File: src/rtl/ifetch_pkg.sv
// Shared types and constants for the instruction fetch sequencer.
// State encoding, bus widths and the prefetch buffer entry layout.
package ifetch_pkg;

  localparam int INSTR_W     = 32;
  localparam int ADDR_W      = 32;
  localparam int INSTR_BYTES = 4;
  localparam int BUF_DEPTH   = 2;

  typedef logic [1:0] state_t;

  localparam state_t ST_IDLE  = 2'd0;
  localparam state_t ST_RUN   = 2'd1;
  localparam state_t ST_DRAIN = 2'd2;
  localparam state_t ST_DONE  = 2'd3;

  typedef struct packed {
    logic [ADDR_W-1:0]  pc;
    logic [INSTR_W-1:0] instr;
  } buf_entry_t;

endpackage

File: src/rtl/ifetch_sequencer_if.sv
// Fetch bus: instruction memory port, redirect input, decode handshake.
// master = sequencer side, slave = memory/execute/decode side.
interface ifetch_sequencer_if;
  import ifetch_pkg::*;

  logic [ADDR_W-1:0]  imem_addr;
  logic [INSTR_W-1:0] imem_instr;
  logic               redirect_valid;
  logic [ADDR_W-1:0]  redirect_addr;
  logic               out_valid;
  logic               out_ready;
  logic [INSTR_W-1:0] out_instr;
  logic [ADDR_W-1:0]  out_pc;

  modport master (
    output imem_addr,
    input  imem_instr,
    input  redirect_valid,
    input  redirect_addr,
    output out_valid,
    input  out_ready,
    output out_instr,
    output out_pc
  );

  modport slave (
    input  imem_addr,
    output imem_instr,
    output redirect_valid,
    output redirect_addr,
    input  out_valid,
    output out_ready,
    input  out_instr,
    input  out_pc
  );
endinterface

File: src/rtl/ifetch_buf.sv
// Two-entry prefetch FIFO; flush beats push and pop.
// Ports: push_i/pop_i/flush_i, din_i, head_o, valid_o, count_o.
module ifetch_buf
  import ifetch_pkg::*;
(
  input  logic       clk,
  input  logic       rst,
  input  logic       push_i,
  input  logic       pop_i,
  input  logic       flush_i,
  input  buf_entry_t din_i,
  output buf_entry_t head_o,
  output logic       valid_o,
  output logic [1:0] count_o
);

  buf_entry_t e0_q, e0_d;
  buf_entry_t e1_q, e1_d;
  logic [1:0] cnt_q, cnt_d;
  logic       pop_ok;

  always_comb begin
    e0_d   = e0_q;
    e1_d   = e1_q;
    cnt_d  = cnt_q;
    pop_ok = pop_i & (cnt_q != 2'd0);
    if (flush_i) begin
      cnt_d = 2'd0;
    end else begin
      case ({push_i, pop_ok})
        2'b11: begin
          if (cnt_q == 2'd2) begin
            e0_d = e1_q;
            e1_d = din_i;
          end else begin
            e0_d = din_i;
          end
        end
        2'b01: begin
          e0_d  = e1_q;
          cnt_d = cnt_q - 2'd1;
        end
        2'b10: begin
          if (cnt_q == 2'd0) begin
            e0_d  = din_i;
            cnt_d = 2'd1;
          end else if (cnt_q == 2'd1) begin
            e1_d  = din_i;
            cnt_d = 2'd2;
          end
        end
        default: ;
      endcase
    end
  end

  always_ff @(posedge clk) begin
    if (rst) begin
      e0_q  <= '0;
      e1_q  <= '0;
      cnt_q <= 2'd0;
    end else begin
      e0_q  <= e0_d;
      e1_q  <= e1_d;
      cnt_q <= cnt_d;
    end
  end

  assign head_o  = e0_q;
  assign valid_o = (cnt_q != 2'd0);
  assign count_o = cnt_q;

endmodule

File: src/rtl/ifetch_sequencer.sv
// PC sequencer + FSM feeding a 2-entry prefetch buffer to decode.
// Ports: clk, rst, start, bus (master), busy, done, misalign_err.
// Optional: define FETCH_TRACE_EN to print fetches and redirects.
module ifetch_sequencer
  import ifetch_pkg::*;
#(
  parameter logic [31:0] RESET_PC   = 32'd0,
  parameter int          PROG_BYTES = 72
) (
  input  logic                clk,
  input  logic                rst,
  input  logic                start,
  ifetch_sequencer_if.master  bus,
  output logic                busy,
  output logic                done,
  output logic                misalign_err
);

  state_t            state_q, state_d;
  logic [ADDR_W-1:0] pc_q, pc_d;
  logic              err_q, err_d;

  buf_entry_t head;
  logic       head_vld;
  logic [1:0] count;
  logic       pop, redir, fits, fetch, empty_nxt;

  // Legality check done in 33 bits so a wrapped pc+4 is never "in image".
  assign fits  = ({1'b0, pc_q} + 33'd4) <= 33'(PROG_BYTES);
  assign pop   = head_vld & bus.out_ready;
  assign redir = bus.redirect_valid & (state_q != ST_IDLE);
  assign fetch = (state_q == ST_RUN) & ~redir & fits &
                 ((count != 2'd2) | pop);
  assign empty_nxt = (count == 2'd0) | ((count == 2'd1) & pop);

  always_comb begin
    state_d = state_q;
    pc_d    = pc_q;
    err_d   = err_q;
    if (redir) begin
      pc_d = bus.redirect_addr;
      if (bus.redirect_addr[1:0] != 2'b00) begin
        err_d   = 1'b1;
        state_d = ST_DONE;
      end else begin
        state_d = ST_RUN;
      end
    end else begin
      if (fetch) pc_d = pc_q + 32'(INSTR_BYTES);
      case (state_q)
        ST_IDLE:  if (start) state_d = ST_RUN;
        ST_RUN:   if (!fits)
                    state_d = empty_nxt ? ST_DONE : ST_DRAIN;
        ST_DRAIN: if (empty_nxt) state_d = ST_DONE;
        ST_DONE:  if (start) begin
                    state_d = ST_RUN;
                    pc_d    = RESET_PC;
                  end
        default:  state_d = ST_IDLE;
      endcase
    end
  end

  always_ff @(posedge clk) begin
    if (rst) begin
      state_q <= ST_IDLE;
      pc_q    <= RESET_PC;
      err_q   <= 1'b0;
    end else begin
      state_q <= state_d;
      pc_q    <= pc_d;
      err_q   <= err_d;
    end
  end

  ifetch_buf u_buf (
    .clk     (clk),
    .rst     (rst),
    .push_i  (fetch),
    .pop_i   (pop & ~redir),
    .flush_i (redir),
    .din_i   ('{pc: pc_q, instr: bus.imem_instr}),
    .head_o  (head),
    .valid_o (head_vld),
    .count_o (count)
  );

  assign bus.imem_addr = pc_q;
  assign bus.out_valid = head_vld;
  assign bus.out_instr = head.instr;
  assign bus.out_pc    = head.pc;
  assign busy          = (state_q == ST_RUN) |
                         (state_q == ST_DRAIN);
  assign done          = (state_q == ST_DONE);
  assign misalign_err  = err_q;

`ifdef FETCH_TRACE_EN
  logic [31:0] cyc_q;
  always_ff @(posedge clk) begin
    if (rst) begin
      cyc_q <= 32'd0;
    end else begin
      cyc_q <= cyc_q + 32'd1;
      if (fetch)
        $display("[%0d] fetch pc=%0d instr=%b",
                 cyc_q, pc_q, bus.imem_instr);
      if (redir)
        $display("[%0d] redirect %0d -> %0d flush=%0d",
                 cyc_q, pc_q, bus.redirect_addr, count);
    end
  end
`endif

endmodule
File: src/flat_wrapper.sv
// flat-port wrapper written by rule: the top's interface ports become plain ports
module ifetch_sequencer_flat import ifetch_pkg::*;
#(
  parameter logic [31:0] RESET_PC   = 32'd0,
  parameter int          PROG_BYTES = 72
)
  (clk, rst, start, busy, done, misalign_err, bus_imem_addr, bus_imem_instr, bus_redirect_valid, bus_redirect_addr, bus_out_valid, bus_out_ready, bus_out_instr, bus_out_pc);
  ifetch_sequencer_if bus_i ();
  input  logic clk;
  input  logic rst;
  input  logic start;
  output logic busy;
  output logic done;
  output logic misalign_err;
  output wire logic [$bits(bus_i.imem_addr)-1:0] bus_imem_addr;
  input wire logic [$bits(bus_i.imem_instr)-1:0] bus_imem_instr;
  input wire logic [$bits(bus_i.redirect_valid)-1:0] bus_redirect_valid;
  input wire logic [$bits(bus_i.redirect_addr)-1:0] bus_redirect_addr;
  output wire logic [$bits(bus_i.out_valid)-1:0] bus_out_valid;
  input wire logic [$bits(bus_i.out_ready)-1:0] bus_out_ready;
  output wire logic [$bits(bus_i.out_instr)-1:0] bus_out_instr;
  output wire logic [$bits(bus_i.out_pc)-1:0] bus_out_pc;
  assign bus_imem_addr = bus_i.imem_addr;
  assign bus_i.imem_instr = bus_imem_instr;
  assign bus_i.redirect_valid = bus_redirect_valid;
  assign bus_i.redirect_addr = bus_redirect_addr;
  assign bus_out_valid = bus_i.out_valid;
  assign bus_i.out_ready = bus_out_ready;
  assign bus_out_instr = bus_i.out_instr;
  assign bus_out_pc = bus_i.out_pc;
  ifetch_sequencer #(.RESET_PC(RESET_PC), .PROG_BYTES(PROG_BYTES)) u_core (.clk(clk), .rst(rst), .start(start), .bus(bus_i), .busy(busy), .done(done), .misalign_err(misalign_err));
endmodule
File: config.mk
export PLATFORM = sky130hd
export DESIGN_NAME = ifetch_sequencer_flat
export DESIGN_NICKNAME = d
export VERILOG_FILES = /design/src/rtl/ifetch_pkg.sv /design/src/rtl/ifetch_sequencer_if.sv /design/src/rtl/ifetch_buf.sv /design/src/rtl/ifetch_sequencer.sv /design/src/flat_wrapper.sv
export SDC_FILE = /design/constraint.sdc
export NUM_CORES = 1
export LEC_CHECK = 0
export BUFFER_PORTS_ARGS = -buffer_cell sky130_fd_sc_hd__buf_4
export CAP_MARGIN = 20
export CORE_ASPECT_RATIO = 1.2
export CORE_UTILIZATION = 58
export CTS_CLUSTER_SIZE = 16
export DETAILED_ROUTE_END_ITERATION = 7
export HOLD_SLACK_MARGIN = 0.15
export PLACE_DENSITY_LB_ADDON = 0.15
export SKIP_CTS_REPAIR_TIMING = 1
export SLEW_MARGIN = 20
export SYNTH_ARGS = -nofsm -noshare
export SYNTH_HDL_FRONTEND = slang
export SYNTH_SLANG_ARGS = --single-unit
File: constraint.sdc
create_clock -name clk -period 7.4 [get_ports clk]
set_clock_uncertainty 0.2 [all_clocks]
set_input_delay 0.74 -clock clk [delete_from_list [all_inputs] [get_ports clk]]
set_output_delay 0.74 -clock clk [all_outputs]
set_load 0.1 [all_outputs]
## Yosys cells after proc, flatten, opt, wreduce, memory -nomap -nowiden

Index checks and enable logic that the tools add are counted.

- Reduce and logical (&&, ||, !) cells: 15
- Muxes and demuxes: 21
- Bitwise logic cells: 12
- Magnitude comparators: 1
- Equal/unequal tests: 17
- $add $sub $neg: 3

Operators by type and width:

| cell | count |
|---|---|
| 2-to-1 mux 64 bit | 5 |
| one-hot mux 64 bit (3 select lines) | 1 |
| 2-to-1 mux 32 bit | 4 |
| one-hot mux 64 bit (2 select lines) | 1 |
| adder 32 x 3 -> 33 bit, second input constant | 1 |
| less-or-equal comparator 33 x 7 -> 1 bit, second input constant | 1 |
| adder 32 x 3 -> 32 bit, second input constant | 1 |
| 2-to-1 mux 2 bit | 7 |
| equality test 2 bit, second input constant | 5 |
| nonzero test 2 bit | 5 |
| inequality test 3 x 1 -> 1 bit, second input constant | 3 |
| bitwise AND 1 bit | 8 |
| equality test 2 x 1 -> 1 bit, second input constant | 3 |
| inequality test 2 bit, second input constant | 3 |
| one-hot mux 2 bit (3 select lines) | 1 |
| AND reduction 3 bit | 2 |
| AND reduction 5 bit | 1 |
| zero test 2 bit | 2 |
| inequality test 2 x 1 -> 1 bit, second input constant | 2 |
| one-hot mux 2 bit (2 select lines) | 1 |
| AND reduction 2 bit | 2 |
| OR reduction 2 bit | 2 |
| inequality test 3 x 2 -> 1 bit, second input constant | 1 |
| OR 1 bit | 3 |
| 4 further kinds | 4 |

- Input port bits: 69
- Register bits: 165

## Depth between registers and ports, before layout

- Depth after elaboration: 10
- Gate-level depth with buffers: 17
- Depth with buffers taken out: 14

## By module

From an unflattened synthesis, not the netlist that was laid out.

- Cell total of the unflattened synthesis: 792
- Area total of the unflattened synthesis: 7656.1 sq um

Modules (own cells, without submodules):

| module | cells each | instances | area an instance (sq um) |
|---|---|---|---|
| ifetch_buf | 536 | 1 | 5491.5 |
| ifetch_sequencer | 256 | 1 | 2164.6 |

## Worst setup path after synthesis

OpenSTA, ideal clock, no wires.

- Kind: flip-flop to flip-flop
- Start point: register u_core.pc_q[2], in the netlist u_core.bus.imem_addr[2]
- End point: register u_core.u_buf.e0_q (netlist bit u_core.u_buf.head_o[46])
- Period minus slack after synthesis: 4.711 ns
- Path buffers: 3
- Stages on the path, launching flop included: 17
- Setup slack: 2.689 ns
- Arrival: 4.430 ns
- Path through: dfxtp_1 > ha_1 > nand3_4 > o31a_1 > a2111oi_2 > a21boi_1 > nand4_1 > nor4_2 > and2_1 > ha_1 > clkbuf_1 > nor2b_1 > or3_1 > clkbuf_1 > clkbuf_1 > a221oi_1 > nor3_1

- Word-level cells in the longest chain between the ends: 7
- Elaborated cells between the ends (all ways): 11
- Classes of those cells: add/sub: 1; order compare: 1; eq/ne: 4; mux: 1; bitwise: 2; reduce/logical: 2

Ends and longest elaborated chain:

| element | RTL line | text |
|---|---|---|
| from (decl) | ifetch_sequencer.sv:20 | `logic [ADDR_W-1:0] pc_q, pc_d;` |
| from (signal assigned) | ifetch_sequencer.sv:71 | `pc_q <= pc_d;` |
| adder 32 x 3 -> 33 bit (*) | ifetch_sequencer.sv:29 | `assign fits = ({1'b0, pc_q} + 33'd4) <= 33'(PROG_BYTES);` |
| less-or-equal comparator 33 x 7 -> 1 bit (*) | ifetch_sequencer.sv:29 |  |
| bitwise AND 1 bit (*) (2 in a row) | ifetch_sequencer.sv:32 | `assign fetch = (state_q == ST_RUN) & ~redir & fits &` |
| equality test 2 bit or equality test 2 x 1 -> 1 bit (tied branches) | ifetch_buf.sv:30 | `case ({push_i, pop_ok})` |
| inequality test 2 x 1 -> 1 bit (no source line) or nonzero test 3 bit (tied branches) | n/a |  |
| AND reduction 3 bit (no source line) | n/a |  |
| to (signal assigned) | ifetch_buf.sv:59 | `e0_q <= '0;` |
| to (signal assigned) | ifetch_buf.sv:63 | `e0_q <= e0_d;` |
| to (decl) | ifetch_buf.sv:17 | `buf_entry_t e0_q, e0_d;` |

Mark *: on every way between the ends. The rest lies on a longest branch, timed or not.
A chain may end at the register's enable or synchronous reset.

## Worst setup path after layout

- Start point: register u_core.pc_q[2], in the netlist u_core.bus.imem_addr[2]
- End point: register u_core.u_buf.e0_q (netlist bit u_core.u_buf.head_o[42])

The elaborated chain is that of the path after synthesis.

==> impl_metrics.py <==
metrics = {
    "outcome": {
        "status": "complete, no violations",
    },
    "routing": {
        "drtPass1Iterations": 5,
        "drc": 0,
        "antenna_left": 0,
        "routed_wirelength_mm": 19.3,
        "drt_iter0_drc": 467,
        "wl_per_cell_um": 16.3,
        "vias": 7052,
        "via_per_inst": 5.97,
    },
    "final_layout": {
        "final_cell_area_sq_um": 9160,
        "area_growth_syn_to_layout_pct": 24.3,
        "nets": 1089,
        "final_cell_mix": "buf_4 (178), dfxtp_1 (165), nand2_1 (151)",
        "fillers": 997,
        "antennaDiodeCount": 0,
        "layout_commonest_cell": "buf_4",
        "final_layout_size_suffix_gt1_share_pct": 23.5,
    },
    "power": {
        "p_int_mw": 1.63,
        "p_total_mw": 2.70,
        "p_per_area_nw_per_um2": 294,
        "p_comb_share_pct": 29.9,
        "net-switching-power_mw": 1.07,
        "sw_frac_of_total_pct": 39.6,
        "clockPowerShare_pct": 31.8,
        "p_seq_share_pct": 38.4,
        "power_leakage_nw": 3.51,
        "peakVddDrop_uv": 182,
    },
    "logic_synthesis": {
        "synth_edf_count": 0,
        "synth_xor_area_share_pct": 1.19,
        "synth-main-ff-cell": "dfxtp_1",
        "synth-compound-area-share_pct": 18.9,
        "synthCells": 891,
        "async_flop_share_pct": 0,
        "synth_top_family_by_area": "simple AND/OR/NAND/NOR gates",
        "synth_fa_ha_area_share_pct": 2.21,
        "ys_warn_count": 0,
        "ys_ff_latch": 165,
        "synth_seq_area_share_pct": 44.8,
        "synth.avg_cell_area_sq_um": 8.28,
        "syn_nets": 973,
        "synthSimpleGateAreaFrac_pct": 25.6,
        "synth_cell_types": 65,
        "yosys-mux-area-fraction_pct": 1.34,
        "netlist_area_sq_um": 7370,
    },
    "worst_setup_path": {
        "cpMaxStageDelayCell": "or3_2",
        "worst_ep_required_time_ps": 7540,
        "crit_fanout": 33,
        "rrSetupSlack_ps": 2430,
        "slowest_delay_ps": 580,
        "r2r_cells": 14,
        "start_kind": "register",
        "reg2reg_to": "u_core.u_buf.head_o[42]",
        "worstSetupEndpointType": "register",
        "criticalPathCategory": "register to register",
        "path_cells": "ha_1 > nand3_4 > o31a_1 > a2111oi_2 > a21boi_1 > nand4_1 > nor4_2 > and2_1 > ha_1 > nor2b_1 > or3_2 > buf_4 > a221oi_1 > nor3_1",
        "crit_arrival_ps": 5110,
        "path_buf_inv": 1,
        "critPathTopFamily": "simple AND/OR/NAND/NOR gates",
        "r2r-start": "u_core.bus.imem_addr[2]",
        "crit_cells": 14,
        "cpMostUsedCell": "ha_1",
    },
    "global_routing": {
        "antenna_found_initial": 0,
        "use_met3_pct": 5.42,
        "use_met2_pct": 51.5,
        "gr-total-overflow": 0,
        "gr-max-usage-layer": "met2",
        "use_met1_pct": 36.4,
        "grt_pass1_wl_mm": 31.8,
        "grt_max_degree": 113,
        "grt_pass1_vias": 6621,
        "grtUsageTotal_pct": 29.6,
    },
    "clocking": {
        "cts.htree.levels": 4,
        "clock-sinks": 165,
        "cts_root_buf": "clkbuf_16",
        "cts_buffer_depth": 2,
        "cts_tree": "yes",
        "clk_latency_ps": 430,
        "path_clk_slew_ps": 60,
        "cts_buffers": 17,
    },
    "floorplanning": {
        "die_h_um": 126,
        "rows": 44,
        "core_sq_um": 12200,
        "top_level_ports": 169,
        "die-area_sq_um": 13200,
        "start_util_pct": 60.3,
        "die_x_um": 105,
    },
    "sta": {
        "tightest_slew_ps": 930,
        "hold_viol": 0,
        "tns_ps": 0,
        "slew_violations": 0,
        "layout_worst_path_cycle_share_pct": 67.2,
        "slew_headroom_pct": 38.0,
        "rsz0062_at_grt": "no",
        "holdWs_ps": 253,
        "fmaxAchievable_mhz": 201,
        "finalSetupViolCount": 0,
        "fin_crit_ps": 4970,
    },
    "placement": {
        "hpwl_mm": 12.3,
        "dpl-instance-area_sq_um": 8590,
        "place_congestion": 0.908,
        "io_buffers": 168,
    },
    "hold_path": {
        "min-delay-start": "u_core.u_buf.e1_q[10]",
        "hold_depth": 2,
        "hold_end": "u_core.u_buf.e1_q[10]",
        "hp-class": "register to register",
    },
    "flow_run": {
        "maxCapViolCount": 0,
    },
}
logic make-up (layout without fill, tap and decap cells):
kind of cell,Yosys count,after routing
AO/OA/AOI/OAI,197,197
multiplexers,9,9
flip-flops,165,165
adder cells (fa/ha/maj),13,13
AND/OR/NAND/NOR,397,397
XOR/XNOR,10,10
buffers and inverters,100,229
flip-flops by register name, indices dropped and copies added (netlist names):
name,count
u_core.u_buf.count_o,2
u_core.bus.imem_addr,32
u_core.u_buf.e1_q,64
u_core.u_buf.head_o,64
u_core.state_q,2
u_core.misalign_err,1
worst min-delay path: stages (launching register included):
cell     delay [ps]
dfxtp_1         310
nand2_1          50
a21oi_1          50
layer usage:
layer	wire [um]	share of wire, %
met1	7880	41
met2	9870	51
met3	1210	6.3
met4	315	1.6
met5	0	0
synth_stat cells (5+ instances only):
master,number,area [sq um]
a21oi_1,72,360
a221oi_1,64,561
a22oi_1,28,210
buf_1,5,18.8
buf_6,5,56.3
clkbuf_1,63,236
dfxtp_1,165,3300
ha_1,13,163
inv_1,18,67.6
nand2_1,151,567
nand3_1,11,55.1
nand4_1,11,68.8
nor2_1,108,405
nor3_1,76,380
o21ai_0,5,25.0
xnor2_1,6,52.6
worst max-delay path by stage:
stage,from,end,slack (ps)
after floorplan,u_core.bus.imem_addr[2],u_core.u_buf.head_o[46],2690
after global placement,u_core.bus.imem_addr[2],u_core.u_buf.head_o[44],2700
after detailed placement,u_core.bus.imem_addr[2],u_core.u_buf.head_o[50],2500
after CTS,u_core.bus.imem_addr[2],u_core.u_buf.head_o[59],2430
after global routing,u_core.bus.imem_addr[2],u_core.u_buf.head_o[45],1920
final,u_core.bus.imem_addr[2],u_core.u_buf.head_o[42],2430
power by group through the flow:
stage / Combinational, mW / Sequential (mW) / Clock (mW)
after CTS: 0.804 / 1.03 / 0.867
after detailed placement: 0.801 / 1.05 / 0
after global routing: 0.849 / 1.04 / 0.904
final: 0.806 / 1.03 / 0.856
after floorplan: 0.333 / 1.34 / 0
after global placement: 0.794 / 1.05 / 0
cell type report:
class	instances	area, sq um	area share, %
clock buffers	19	453	4.94
multi-input cells	626	3670	40.0
well taps	161	201	2.20
inverters	18	67.6	0.737
clock inverters	13	121	1.32
repair buffers	179	1350	14.7
flip-flops and latches	165	3300	36.0
metrics by stage:
stage                     instances  worst slack, ps  utilization (%)
after floorplan                 891             2690                -
after global placement         1149             2700             70.2
after detailed placement       1149             2500             70.2
after CTS                      1181             2430             74.9
after global routing           1181             1920             75.0
final                          1181             2430             75.0
(Power assumes the default switching activity.)
